**config.mk**
```make
export PLATFORM = sky130hd
export DESIGN_NAME = game_tile_writer_flat
export DESIGN_NICKNAME = d
export VERILOG_FILES = /design/src/rtl/game_tile_writer_pkg.sv /design/src/rtl/game_tile_writer_if.sv /design/src/rtl/game_tile_writer_btn_debounce.sv /design/src/rtl/game_tile_writer.sv /design/src/flat_wrapper.sv
export SDC_FILE = /design/constraint.sdc
export NUM_CORES = 1
export LEC_CHECK = 0
export ABC_AREA = 1
export CORE_ASPECT_RATIO = 0.5
export CORE_UTILIZATION = 55
export DETAILED_ROUTE_END_ITERATION = 12
export HOLD_SLACK_MARGIN = 0.05
export PLACE_DENSITY = 0.88
export SLEW_MARGIN = 10
export SYNTH_ARGS = -nofsm -noshare
export SYNTH_HDL_FRONTEND = slang
export SYNTH_HIERARCHICAL = 1
export SYNTH_SLANG_ARGS = --single-unit
```
**constraint.sdc**
```tcl
create_clock -name clk -period 1.32 [get_ports clk]
set_input_delay 0.132 -clock clk [delete_from_list [all_inputs] [get_ports clk]]
set_output_delay 0.132 -clock clk [all_outputs]
set_load 0.005 [all_outputs]
```
**src/rtl/game_tile_writer_pkg.sv**
```systemverilog
// game_pkg: shared definitions for the game write stage and the display-side tile mapper.
//   state_t      - write-stage FSM encoding (2 bits)
//   N_TILES      - number of cursor slots on the 4x4 grid
//   TILE_ADDR    - slot -> frame-buffer address map, row-major, single source for both sides
//   RED/GREEN/BLUE/BLACK - RGB222 colour constants {R[1:0],G[1:0],B[1:0]}
package game_pkg;

  typedef enum logic [1:0] {
    StClear = 2'd0,
    StIdle  = 2'd1,
    StErase = 2'd2,
    StDraw  = 2'd3
  } state_t;

  localparam int unsigned N_TILES = 16;

  localparam logic [5:0] BLACK = 6'b000000;
  localparam logic [5:0] RED   = 6'b110000;
  localparam logic [5:0] GREEN = 6'b001100;
  localparam logic [5:0] BLUE  = 6'b000011;

  // Element 0 is the rightmost entry. Slots 0 and 12 deliberately share address 0.
  localparam logic [N_TILES-1:0][5:0] TILE_ADDR = {
    6'd63, 6'd24, 6'd15, 6'd0,
    6'd30, 6'd5,  6'd46, 6'd34,
    6'd17, 6'd52, 6'd12, 6'd1,
    6'd40, 6'd55, 6'd16, 6'd0
  };

  function automatic logic [5:0] tile_addr(input logic [3:0] slot);
    return TILE_ADDR[slot];
  endfunction

endpackage

```
**src/rtl/game_tile_writer_if.sv**
```systemverilog
// game_tile_writer_if: frame-buffer write port plus busy status.
//   mem_px_addr - RAM write address (AW bits)
//   mem_px_data - RAM write data, RGB222 (DW bits)
//   px_wr       - write strobe, one word per cycle while high
//   busy        - writer is clearing/erasing/drawing
// master: driven by the writer; slave: seen by the RAM port / observer.
interface game_tile_writer_if #(
  parameter int unsigned AW = 6,
  parameter int unsigned DW = 6
);
  logic [AW-1:0] mem_px_addr;
  logic [DW-1:0] mem_px_data;
  logic          px_wr;
  logic          busy;

  modport master (
    output mem_px_addr,
    output mem_px_data,
    output px_wr,
    output busy
  );

  modport slave (
    input mem_px_addr,
    input mem_px_data,
    input px_wr,
    input busy
  );
endinterface

```
**src/rtl/game_tile_writer_btn_debounce.sv**
```systemverilog
// btn_debounce: raw asynchronous button -> 2-flop synchronizer -> debounced level -> press pulse.
//   clk    - pixel clock
//   rst    - asynchronous reset, active-high (counter cleared, level 0)
//   btn    - raw button input, asynchronous
//   level  - debounced level, changes after DEB_CYCLES consecutive differing samples
//   press  - registered 1-cycle pulse on each rising edge of level
module btn_debounce #(
  parameter int unsigned DEB_CYCLES = 250000
) (
  input  logic clk,
  input  logic rst,
  input  logic btn,
  output logic level,
  output logic press
);
  localparam int unsigned CntW = $clog2(DEB_CYCLES + 1);

  logic            sync1_q, sync2_q;
  logic [CntW-1:0] cnt_q, cnt_d;
  logic            level_q, level_d;
  logic            press_q;

  always_ff @(posedge clk or posedge rst) begin
    if (rst) begin
      sync1_q <= 1'b0;
      sync2_q <= 1'b0;
    end else begin
      sync1_q <= btn;
      sync2_q <= sync1_q;
    end
  end

  // Counter only runs while the synced sample disagrees with the level; any agreeing
  // sample restarts it, so the level needs DEB_CYCLES disagreeing samples in a row.
  always_comb begin
    cnt_d   = '0;
    level_d = level_q;
    if (sync2_q != level_q) begin
      if (cnt_q == CntW'(DEB_CYCLES - 1)) begin
        level_d = sync2_q;
      end else begin
        cnt_d = cnt_q + 1'b1;
      end
    end
  end

  always_ff @(posedge clk or posedge rst) begin
    if (rst) begin
      cnt_q   <= '0;
      level_q <= 1'b0;
      press_q <= 1'b0;
    end else begin
      cnt_q   <= cnt_d;
      level_q <= level_d;
      press_q <= level_d & ~level_q;
    end
  end

  assign level = level_q;
  assign press = press_q;
endmodule

```
**src/rtl/game_tile_writer.sv**
```systemverilog
// game_tile_writer: game-logic write stage for the display frame-buffer RAM.
// Clears all 2^AW words to BG_COLOR after reset, draws the cursor at slot 0, then moves the
// cursor over the 4x4 grid on debounced btnr/btnl presses (erase old tile, draw new tile).
//   clk     - 25 MHz pixel clock (same domain as the RAM write port)
//   rst     - asynchronous reset, active-high
//   btnr    - raw right button, asynchronous, active-high
//   btnl    - raw left button, asynchronous, active-high
//   wr_port - master side of game_tile_writer_if (mem_px_addr, mem_px_data, px_wr, busy)
// Build option: define GAME_TRAIL_EN to erase with TRAIL_COLOR (visited tiles leave a trail);
// otherwise erase uses BG_COLOR.
module game_tile_writer
  import game_pkg::*;
#(
  parameter int unsigned    AW           = 6,
  parameter int unsigned    DW           = 6,
  parameter int unsigned    DEB_CYCLES   = 250000,
  parameter logic [DW-1:0]  BG_COLOR     = 6'b000000,
  parameter logic [DW-1:0]  CURSOR_COLOR = 6'b110000,
  parameter logic [DW-1:0]  TRAIL_COLOR  = 6'b000011
) (
  input  logic                clk,
  input  logic                rst,
  input  logic                btnr,
  input  logic                btnl,
  game_tile_writer_if.master  wr_port
);

`ifdef GAME_TRAIL_EN
  localparam logic [DW-1:0] EraseColor = TRAIL_COLOR;
`else
  localparam logic [DW-1:0] EraseColor = BG_COLOR;
`endif

  logic press_r, press_l;
  logic level_r, level_l;

  btn_debounce #(.DEB_CYCLES(DEB_CYCLES)) u_deb_r (
    .clk   (clk),
    .rst   (rst),
    .btn   (btnr),
    .level (level_r),
    .press (press_r)
  );

  btn_debounce #(.DEB_CYCLES(DEB_CYCLES)) u_deb_l (
    .clk   (clk),
    .rst   (rst),
    .btn   (btnl),
    .level (level_l),
    .press (press_l)
  );

  // state_q names the write currently on the registered outputs; the next-state logic
  // therefore also computes the next registered output values.
  state_t        state_q, state_d;
  logic [AW:0]   clr_q, clr_d;     // MSB set once the last clear word has been issued
  logic [3:0]    cursor_q, cursor_d;
  logic [AW-1:0] addr_q, addr_d;
  logic [DW-1:0] data_q, data_d;
  logic          wr_q, wr_d;
  logic          busy_q, busy_d;

  always_comb begin
    state_d  = state_q;
    clr_d    = clr_q;
    cursor_d = cursor_q;
    addr_d   = addr_q;
    data_d   = data_q;
    wr_d     = 1'b0;
    busy_d   = 1'b1;
    unique case (state_q)
      StClear: begin
        wr_d = 1'b1;
        if (clr_q[AW]) begin
          addr_d  = AW'(tile_addr(cursor_q));
          data_d  = CURSOR_COLOR;
          state_d = StDraw;
        end else begin
          addr_d = clr_q[AW-1:0];
          data_d = BG_COLOR;
          clr_d  = clr_q + 1'b1;
        end
      end
      StIdle: begin
        busy_d = 1'b0;
        // Both pulses in the same cycle cancel out: no move, no write.
        if (press_r ^ press_l) begin
          wr_d     = 1'b1;
          busy_d   = 1'b1;
          addr_d   = AW'(tile_addr(cursor_q));
          data_d   = EraseColor;
          cursor_d = press_r ? cursor_q + 4'd1 : cursor_q - 4'd1;
          state_d  = StErase;
        end
      end
      StErase: begin
        wr_d    = 1'b1;
        addr_d  = AW'(tile_addr(cursor_q));
        data_d  = CURSOR_COLOR;
        state_d = StDraw;
      end
      StDraw: begin
        busy_d  = 1'b0;
        state_d = StIdle;
      end
      default: state_d = StClear;
    endcase
  end

  always_ff @(posedge clk or posedge rst) begin
    if (rst) begin
      state_q  <= StClear;
      clr_q    <= '0;
      cursor_q <= '0;
      addr_q   <= '0;
      data_q   <= '0;
      wr_q     <= 1'b0;
      busy_q   <= 1'b1;
    end else begin
      state_q  <= state_d;
      clr_q    <= clr_d;
      cursor_q <= cursor_d;
      addr_q   <= addr_d;
      data_q   <= data_d;
      wr_q     <= wr_d;
      busy_q   <= busy_d;
    end
  end

  assign wr_port.mem_px_addr = addr_q;
  assign wr_port.mem_px_data = data_q;
  assign wr_port.px_wr       = wr_q;
  assign wr_port.busy        = busy_q;
endmodule

```
**src/flat_wrapper.sv**
```systemverilog
// flat-port wrapper written by rule: the top's interface ports become plain ports
module game_tile_writer_flat import game_pkg::*;
#(
  parameter int unsigned    AW           = 6,
  parameter int unsigned    DW           = 6,
  parameter int unsigned    DEB_CYCLES   = 250000,
  parameter logic [DW-1:0]  BG_COLOR     = 6'b000000,
  parameter logic [DW-1:0]  CURSOR_COLOR = 6'b110000,
  parameter logic [DW-1:0]  TRAIL_COLOR  = 6'b000011
)
  (clk, rst, btnr, btnl, wr_port_mem_px_addr, wr_port_mem_px_data, wr_port_px_wr, wr_port_busy);
  game_tile_writer_if #(.AW(AW), .DW(DW)) wr_port_i ();
  input  logic clk;
  input  logic rst;
  input  logic btnr;
  input  logic btnl;
  output wire logic [$bits(wr_port_i.mem_px_addr)-1:0] wr_port_mem_px_addr;
  output wire logic [$bits(wr_port_i.mem_px_data)-1:0] wr_port_mem_px_data;
  output wire logic [$bits(wr_port_i.px_wr)-1:0] wr_port_px_wr;
  output wire logic [$bits(wr_port_i.busy)-1:0] wr_port_busy;
  assign wr_port_mem_px_addr = wr_port_i.mem_px_addr;
  assign wr_port_mem_px_data = wr_port_i.mem_px_data;
  assign wr_port_px_wr = wr_port_i.px_wr;
  assign wr_port_busy = wr_port_i.busy;
  game_tile_writer #(.AW(AW), .DW(DW), .DEB_CYCLES(DEB_CYCLES), .BG_COLOR(BG_COLOR), .CURSOR_COLOR(CURSOR_COLOR), .TRAIL_COLOR(TRAIL_COLOR)) u_core (.clk(clk), .rst(rst), .btnr(btnr), .btnl(btnl), .wr_port(wr_port_i));
endmodule
```
==> metrics <==
status=finished with violations; failing checks=setup timing; GR Util All Layers=0.264; Final Cell Area=0.00496 mm2; pin count of the biggest net entering global routing=23; most common cell in the netlist=nand2_1; Iteration-0 DRC Markers=560; CTS Buf Count=9; GRT overflow=0; Int Pwr=3.36 mW; pre-CTS setup slack=-0.0327 ns; DP HPWL=5640 um; DP Area=0.00420 mm2; vias in the first global route=3206; Final Hold Vio Count=0; initial antenna violation count=0; grt met2 use=0.471; met1 Use GR=0.297; Slew Viols, Final=0; layout cells sized above 1=0.312; GR met3 Demand/Resource=0.0940; Max Cap Viol=0; synthesis-stage register bit count=66; Ports=18; Final Setup Violations=43; CP endpoint kind=register; crit path launch type=register; vias per cell=roughly 6.0; full die area=0.00719 mm2; switch share=0.226; pwr dens=875 mW/mm2; Seq pwr share=0.476; leakage power figure=roughly 2.3 nW; WP data required=approximately 1.5 ns; DRT Pass-1 Iters=6; WL final=12000 um; top cell type's share of synthesized area=0.432; Final Worst Setup Slack=-0.166 ns; clock power share=0.481; WL/cell=18.6 um; row count=20; Final Critical Period=1.49 ns; skew final=0.00643 ns; routability cong.=0.881; CP arrival=1.71 ns; filler cell count=313; Synth warnings=6; post-synthesis cell area=0.00376 mm2; ANT nets after route=0; worst skew pair latency=0.34 ns; Multi-input gate area=approximately 0.0022 mm2; Async SR Flop Fraction=1.00; global-route wire length before repair=14300 um; sequential share of the synthesized area=0.439; syn avg cell area=7.85 um2; Post-synth EDFFs=0; CTS Root Cell=clkbuf_16; port bufs=13; GRT Max-Usage Layer=met2; CTS tree=done; routed via count=a little under 4000; Comb pwr share=0.043; Switch Pwr=0.982 mW; kind of critical path=register to register; clock transition at the registers of the reported paths=0.05 ns; initial core utilization=0.594; Gate Count Post-Synth=479; clock sink count=66; Min-Delay Path Class=input port to async pin; DRC viols=0; Yosys top cell by area=dfrtp_1; final core occ=0.783; Area Growth Syn to Fin=31.9%; H-tree Lvls=3; RSZ-0062 raised after global routing=yes; fmax=around 670 MHz; die height=60.5 um; final worst path period share=1.13; Register Area=0.00166 mm2; Max clock buf depth=2; VDD IR max=605 uV; die width=119 um; core area=0.00633 mm2; Post-synth top cells=nand2_1, nor2_1, dfrtp_1; hold buffers post-CTS=0; fin nets=569; ys flop type=dfrtp_1; synth unique cells=31; Hold WS=about 0.23 ns; Max Fanout on Critical Path=5; Area contributors post-synth=dfrtp_1, nand2_1, nor2_1; antenna fix cells=0
[power by group through the flow]
| stage | logic (mW) | registers (mW) | clock network [mW] |
|---|---|---|---|
| floorplan | 0.0882 | 2.10 | 0 |
| global placement | 0.154 | 2.09 | 0 |
| detailed placement | 0.159 | 2.10 | 0 |
| CTS | 0.165 | 2.06 | 2.09 |
| global route | 0.207 | 2.07 | 2.21 |
| finish | 0.187 | 2.07 | 2.09 |
[through the flow]
| step | TNS (ns) | power [mW] | std cells |
|---|---|---|---|
| after floorplan | -0.0264 | 2.19 | 482 |
| after global placement | -0.00100 | 2.25 | 607 |
| after detailed placement | -0.155 | 2.25 | 607 |
| after CTS | -0.0363 | 4.32 | 629 |
| after global routing | -5.33 | 4.49 | 642 |
| final | -3.31 | 4.34 | 642 |
[path summary, 6_finish.rpt]
path                                               start                       to  slack (ns)  depth (start not counted)
worst min register to register    u_core/u_deb_r/sync1_q   u_core/u_deb_r/sync2_q        0.35                          0
max in group asynchronous                            rst      u_core/wr_port.busy        0.75                          3
worst max-delay path            u_core/u_deb_r/cnt_q[13]  u_core/u_deb_r/cnt_q[4]       -0.17                          7
min in group clk                                    btnr   u_core/u_deb_r/sync1_q        0.23                          1
worst max register to register  u_core/u_deb_r/cnt_q[13]  u_core/u_deb_r/cnt_q[4]       -0.17                          7
worst min-delay path                                 rst   u_core/u_deb_l/sync2_q        0.23                          3
[per-layer routing]
layer  share of wire  routed length, um
met4           0.071                851
met5               0                  0
met2            0.46               5520
met1            0.37               4440
met3           0.096               1140
[sequential cells by signal, indices dropped and copies added, names as in the netlist, 2 cells and up]
register and count:
u_core/u_deb_l/cnt_q 18, u_core/u_deb_r/cnt_q 18, u_core/clr_q 7, u_core/wr_port.mem_px_addr 6, u_core/cursor_q 4, u_core/state_q 2
[critical path, cell delays in order (launching register included)]
cell     delay, ns
dfrtp_1       0.39
inv_1         0.09
nand4_1       0.21
buf_4         0.22
nor2_4        0.17
nand2_4       0.09
nand2_4       0.13
nor2_1        0.08
[area by class of cell]
class                           instances  share of cell area
Clock inverter                          4             0.00404
Inverter                               64              0.0494
Timing Repair Buffer                   62               0.104
Timing Repair inverter                  1             0.00151
Sequential cell                        66               0.335
Tap cell                               88              0.0222
Clock buffer                           11              0.0469
Multi-Input combinational cell        346               0.437
[timing repair]
action                     in CTS  in global routing
gates cloned                    1                  3
setup endpoints to repair      36                 49
pin swaps                       4                 32
hold endpoints to repair        0                  0
gates resized for setup        24                 80
setup buffers                   6                 10
[kinds of logic (layout without fill, tap and decap cells)]
kind of cell | count (synthesis) | count (layout) | share of synthesized area
AND/OR/NAND/NOR | 269 | 272 | 0.326
buffers and inverters | 73 | 142 | 0.0825
flip-flops | 66 | 66 | 0.439
AO/OA/AOI/OAI | 31 | 31 | 0.0429
XOR/XNOR | 24 | 24 | 0.0559
adder cells (fa/ha/maj) | 15 | 15 | 0.0519
other | 1 | 4 | 0.000997
[cells in the final DEF (no fill, tap or decap), types with 3 or more instances in the layout]
master	instances
a21oi_1	10
buf_4	46
buf_6	3
clkbuf_16	9
clkdlybuf4s50_1	4
clkinv_2	4
conb_1	4
dfrtp_1	60
dfrtp_2	5
dlygate4sd2_1	4
dlymetal6s2s_1	5
ha_1	8
ha_4	4
inv_1	49
inv_2	13
nand2_1	110
nand2_2	14
nand2_4	8
nand3_1	26
nand3_2	9
nand3_4	3
nand4_1	4
nor2_1	52
nor2_2	20
nor2_4	14
o21ai_0	8
o21ai_1	5
xnor2_1	5
xnor2_2	4
xor2_1	15
No activity file was read; power rests on OpenSTA's default activity.
